==> src/rtl/fnd_pkg.sv <==
// rtl/fnd_pkg.sv - shared constants and FSM encoding for the FND display path
package fnd_pkg;

  localparam int DIGIT_W = 4;

  // Double-dabble correction: digits at or above this value get +3 before shifting
  localparam logic [DIGIT_W-1:0] BCD_ADD3_THRESH = 4'd5;
  localparam logic [DIGIT_W-1:0] BCD_ADD3_VAL    = 4'd3;

  typedef enum logic [1:0] {
    ST_IDLE  = 2'd0,
    ST_SHIFT = 2'd1,
    ST_DONE  = 2'd2
  } state_e;

endpackage

==> src/rtl/bcd_add3_digit.sv <==
// rtl/bcd_add3_digit.sv - combinational "if >= 5 add 3" correction for one BCD digit
module bcd_add3_digit
  import fnd_pkg::*;
(
  input  logic [DIGIT_W-1:0] digit_i,
  output logic [DIGIT_W-1:0] digit_o
);

  // 4-bit add with no carry out; a corrected digit never exceeds 12
  always_comb begin
    digit_o = digit_i;
    if (digit_i >= BCD_ADD3_THRESH) begin
      digit_o = digit_i + BCD_ADD3_VAL;
    end
  end

endmodule

==> src/rtl/bcd_splitter_seq.sv <==
// rtl/bcd_splitter_seq.sv - iterative binary-to-BCD splitter with handshake, overflow and blank mask
module bcd_splitter_seq
  import fnd_pkg::*;
#(
  parameter int BIN_W  = 14,
  parameter int DIGITS = 4
) (
  input  logic                      i_clk,
  input  logic                      i_reset,
  input  logic                      i_valid,
  input  logic [BIN_W-1:0]          i_bin,
  output logic                      o_ready,
  output logic                      o_valid,
  output logic [DIGIT_W*DIGITS-1:0] o_bcd,
  output logic                      o_overflow,
  output logic [DIGITS-1:0]         o_blank
);

  localparam int ACC_W = DIGIT_W * DIGITS;
  localparam int CNT_W = $clog2(BIN_W + 1);

  state_e             state_q;
  logic [BIN_W-1:0]   shreg_q;
  logic [ACC_W-1:0]   acc_q;
  logic [CNT_W-1:0]   cnt_q;
  logic               ovf_q;

  logic [ACC_W-1:0]   acc_adj;
  logic [ACC_W-1:0]   acc_d;
  logic [BIN_W-1:0]   shreg_d;
  logic               ovf_d;
  logic [DIGITS-1:0]  blank_d;

  // Per-digit add-3 correction applied to the accumulator before each shift
  for (genvar g = 0; g < DIGITS; g++) begin : g_add3
    bcd_add3_digit u_add3 (
      .digit_i (acc_q[g*DIGIT_W +: DIGIT_W]),
      .digit_o (acc_adj[g*DIGIT_W +: DIGIT_W])
    );
  end

  // One double-dabble step: the bit leaving the top digit feeds the sticky overflow
  always_comb begin
    acc_d   = {acc_adj[ACC_W-2:0], shreg_q[BIN_W-1]};
    shreg_d = shreg_q << 1;
    ovf_d   = ovf_q | acc_adj[ACC_W-1];
  end

  // Leading-zero mask: scan from the top digit down; the ones digit is never blanked
  always_comb begin
    logic all_zero;
    blank_d  = '0;
    all_zero = 1'b1;
    for (int k = DIGITS - 1; k >= 1; k--) begin
      all_zero   = all_zero & (acc_q[k*DIGIT_W +: DIGIT_W] == '0);
      blank_d[k] = all_zero;
    end
  end

  // Control FSM plus datapath registers; results are only published in DONE
  always_ff @(posedge i_clk) begin
    if (i_reset) begin
      state_q    <= ST_IDLE;
      shreg_q    <= '0;
      acc_q      <= '0;
      cnt_q      <= '0;
      ovf_q      <= 1'b0;
      o_valid    <= 1'b0;
      o_bcd      <= '0;
      o_overflow <= 1'b0;
      o_blank    <= '0;
    end else begin
      o_valid <= 1'b0;
      case (state_q)
        ST_IDLE: begin
          if (i_valid) begin
            shreg_q <= i_bin;
            acc_q   <= '0;
            ovf_q   <= 1'b0;
            cnt_q   <= CNT_W'(BIN_W);
            state_q <= ST_SHIFT;
          end
        end
        ST_SHIFT: begin
          acc_q   <= acc_d;
          shreg_q <= shreg_d;
          ovf_q   <= ovf_d;
          cnt_q   <= cnt_q - 1'b1;
          if (cnt_q == CNT_W'(1)) begin
            state_q <= ST_DONE;
          end
        end
        ST_DONE: begin
          o_bcd      <= acc_q;
          o_overflow <= ovf_q;
          o_blank    <= blank_d;
          o_valid    <= 1'b1;
          state_q    <= ST_IDLE;
        end
        default: state_q <= ST_IDLE;
      endcase
    end
  end

  assign o_ready = (state_q == ST_IDLE);

endmodule

==> config.mk <==
export PLATFORM = sky130hd
export DESIGN_NAME = bcd_splitter_seq
export DESIGN_NICKNAME = d
export VERILOG_FILES = /design/src/rtl/fnd_pkg.sv /design/src/rtl/bcd_add3_digit.sv /design/src/rtl/bcd_splitter_seq.sv
export SDC_FILE = /design/constraint.sdc
export NUM_CORES = 1
export LEC_CHECK = 0
export CORE_MARGIN = 10
export CORE_UTILIZATION = 32
export DETAILED_ROUTE_END_ITERATION = 8
export DONT_BUFFER_PORTS = 1
export PLACE_DENSITY = 0.54
export SLEW_MARGIN = 20
export SYNTH_ARGS = -nofsm -noshare
export SYNTH_HDL_FRONTEND = slang
export SYNTH_HIERARCHICAL = 1
export SYNTH_SLANG_ARGS = --single-unit
==> constraint.sdc <==
create_clock -name i_clk -period 1.82 [get_ports i_clk]
set_input_delay 0.455 -clock i_clk [delete_from_list [all_inputs] [get_ports i_clk]]
set_output_delay 0.455 -clock i_clk [all_outputs]
set_load 0.005 [all_outputs]
==> flow_metrics.env <==
export IMPL_drc=0
export IMPL_cts_resized=0
export IMPL_numClockSinks=58
export IMPL_reg2reg_depth=8
export IMPL_row_count=33
export IMPL_initialDrtViolationCount=83
export IMPL_synthesis_area_um2=2640
export IMPL_layout_common_cells="76 x nand2_1, 58 x dfxtp_1, 31 x a22o_1"
export IMPL_syn_avg_cell_area_um2=8.55
export IMPL_final_core_util_pct=35.7
export IMPL_crit_chain="buf_4 -> nor2_1"
export IMPL_vdd_drop_max_mv=0.344
export IMPL_start_kind="register"
export IMPL_regArea_um2=1160
export IMPL_r2r_start="acc_q[12]"
export IMPL_drive_gt1_share_pct=10.3
export IMPL_clkPwrFrac_pct=45.2
export IMPL_fin_hold_ws_ns=0.173
export IMPL_syn_nets=336
export IMPL_synth_seq_cells=58
export IMPL_synth_compound_area_share_pct=22.3
export IMPL_reg2reg_setup_slack_ns=0.33
export IMPL_final_setup_tns_ns=0
export IMPL_p_sw_share_pct=23.0
export IMPL_synth_xor_xnor_area_share_pct=1.33
export IMPL_layout_commonest_cell="nand2_1"
export IMPL_synth_flop_cell="dfxtp_1"
export IMPL_ios=40
export IMPL_cp_max_fo=11
export IMPL_grt_ovfl_total=0
export IMPL_worstHoldStart="i_reset"
export IMPL_yosys_mux_area_fraction_pct=2.27
export IMPL_h_tree_depth=3
export IMPL_skew_ns=0.00732
export IMPL_grt_pass1_wl_mm=9.43
export IMPL_multi_input_area_um2=1300
export IMPL_yosysUniqueCellTypes=35
export IMPL_worstSetupPathType="register to output port"
export IMPL_hold_class="primary input to register"
export IMPL_hold_viol_final=0
export IMPL_final_max_slew_viol_count=0
export IMPL_routed_via_density=4.83
export IMPL_cts_tree="built"
export IMPL_hpwl_mm=3.74
export IMPL_max_stage_delay_ns=0.37
export IMPL_die_x_um=111
export IMPL_globalplace_congestion=0.740
export IMPL_cts_hold_buf=0
export IMPL_rsz0062_at_grt="false"
export IMPL_critPathBufInv=1
export IMPL_hold_end="shreg_q[0]"
export IMPL_grt_max_degree=31
export IMPL_antenna_found_initial=0
export IMPL_worst_pin_slew_ns=0.617
export IMPL_worstPathRequired_ns=1.36
export IMPL_core_area_um2=8130
export IMPL_status="complete, no violations"
export IMPL_grt_pass1_vias=1975
export IMPL_die_area_um2=12300
export IMPL_async_flop_share_pct=0
export IMPL_leakage_nw=1.11
export IMPL_fmax_mhz=640
export IMPL_diodes=0
export IMPL_dr_pass1_iters=4
export IMPL_synthAdderAreaFrac_pct=4.73
export IMPL_postRouteAntennaNets=0
export IMPL_intPower_mw=2.07
export IMPL_yosys_area_share_simple_pct=18.5
export IMPL_synth_edff_count=0
export IMPL_syn_to_final_growth_pct=9.75
export IMPL_routedWlPerCell_um=13.5
export IMPL_setup_viol_count_final=0
export IMPL_die_y_um=111
export IMPL_io_buffers=0
export IMPL_ys_seq_area_share_pct=43.9
export IMPL_slew_headroom_pct=58.5
export IMPL_clock_latency_ns=0.34
export IMPL_clk_pin_slew_ns=0.07
export IMPL_cts_root_buf="clkbuf_8"
export IMPL_p_seq_share_pct=49.4
export IMPL_synth_top_family_by_area="compound AO/OA/AOI/OAI gates"
export IMPL_cts_buffer_depth=2
export IMPL_cap_violations=0
export IMPL_crit_path_end_kind="output port"
export IMPL_cts_buffers=9
export IMPL_start_util_pct=32.5
export IMPL_hold_depth=1
export IMPL_period_minus_slack_ns=1.56
export IMPL_final_nets=334
export IMPL_crit_family="flip-flops"
export IMPL_p_switching_uw=618
export IMPL_power_density_nw_per_um2=925
export IMPL_reg2reg_to="ovf_q"
export IMPL_comb_power_share_pct=5.4
export IMPL_routed_wirelength_mm=5.62
export IMPL_fillerInstances=829
export IMPL_yosysWarnings=6
export IMPL_critPathArrivalTime_ns=1.11
export IMPL_synth_cells=309
export IMPL_cp_slowest_cell="dfxtp_1"
export IMPL_post_cts_buffers=0
export IMPL_vias=2013
export IMPL_grtUsageTotal_pct=9.23
export IMPL_finalCritPeriodShare_pct=85.8
## synth_stat cells (4+ instances only)
| cell type | number | area share, % |
|---|---|---|
| a21oi_1 | 21 | 4.0 |
| a21oi_2 | 4 | 1.3 |
| a22o_1 | 31 | 10 |
| buf_2 | 8 | 1.5 |
| buf_6 | 6 | 2.6 |
| clkbuf_1 | 5 | 0.71 |
| dfxtp_1 | 58 | 44 |
| ha_1 | 10 | 4.7 |
| inv_1 | 11 | 1.6 |
| mux2i_1 | 6 | 2.3 |
| nand2_1 | 76 | 11 |
| nand2b_1 | 10 | 2.4 |
| nor2_1 | 12 | 1.7 |
| o21ai_0 | 19 | 3.6 |
| o21ai_1 | 4 | 0.76 |
| xnor2_1 | 4 | 1.3 |
## stage by stage
step | worst slack [ns] | std cells | total power, mW | area [um^2]
2_1_floorplan | 0.496 | 309 | 1.49 | 2640
3_3_place_gp | 0.387 | 401 | 1.50 | 2700
3_5_place_dp | 0.352 | 401 | 1.50 | 2700
4_1_cts | 0.228 | 417 | 2.74 | 2900
5_1_grt | 0.162 | 417 | 2.82 | 2900
6_report | 0.258 | 417 | 2.68 | 2900
## cells by family (layout without fill, tap and decap cells)
| logic type | after synthesis | after routing |
|---|---|---|
| XOR/XNOR | 4 | 4 |
| multiplexers | 6 | 6 |
| other | 1 | 1 |
| adder cells (fa/ha/maj) | 10 | 10 |
| buffers and inverters | 32 | 35 |
| flip-flops | 58 | 58 |
| AND/OR/NAND/NOR | 112 | 112 |
| AO/OA/AOI/OAI | 86 | 86 |
## worst reg2reg max path, delay by kind of cell, from the launching register on
kind | cells | cell delay, ns
AOI/OAI and AO/OA | 3 | 0.32
DFF | 1 | 0.47
buffers and inverters | 1 | 0.09
and+or+nand+nor | 3 | 0.32
adders and majority gates | 1 | 0.24
## sequential cells by signal (all words and copies together), names as in the netlist
signal      count
o_overflow      1
acc_q          16
state_q         2
o_bcd          16
shreg_q        14
ovf_q           1
o_valid         1
o_blank         3
cnt_q           4
## worst max-delay path by stage
stage	startpoint	end	slack (ns)	cells after the start
2_1_floorplan	acc_q[9]	acc_q[10]	0.50	6
3_5_place_dp	acc_q[12]	ovf_q	0.35	8
3_3_place_gp	acc_q[12]	ovf_q	0.39	8
5_1_grt	state_q[0]	o_ready	0.16	2
6_report	state_q[0]	o_ready	0.26	2
4_1_cts	state_q[0]	o_ready	0.23	2
## metal layers
metal / vias up / routed length [um] / track usage, %
met5: - / 0 / 0
met4: 0 / 88 / 4.17
met3: 6 / 325 / 4.55
met2: 32 / 2650 / 14.7
met1: 929 / 2550 / 10.1
li1: 1046 / - / -
## power by group through the flow
stage	Combinational, mW	Sequential (mW)	Clock (mW)
after global routing	0.165	1.33	1.32
after floorplan	0.146	1.35	0
final	0.144	1.33	1.21
after global placement	0.143	1.35	0
after detailed placement	0.147	1.36	0
after CTS	0.147	1.33	1.26
## final cells by class
class                   instances  area share (%)
multi-input cells             219            44.9
flip-flops and latches         58            40.0
well taps                     105            4.53
repair buffers                  8            2.07
inverters                      11            1.42
clock buffers                  11            5.22
clock inverters                 5            1.81
Power figures use the tool's default switching activity.
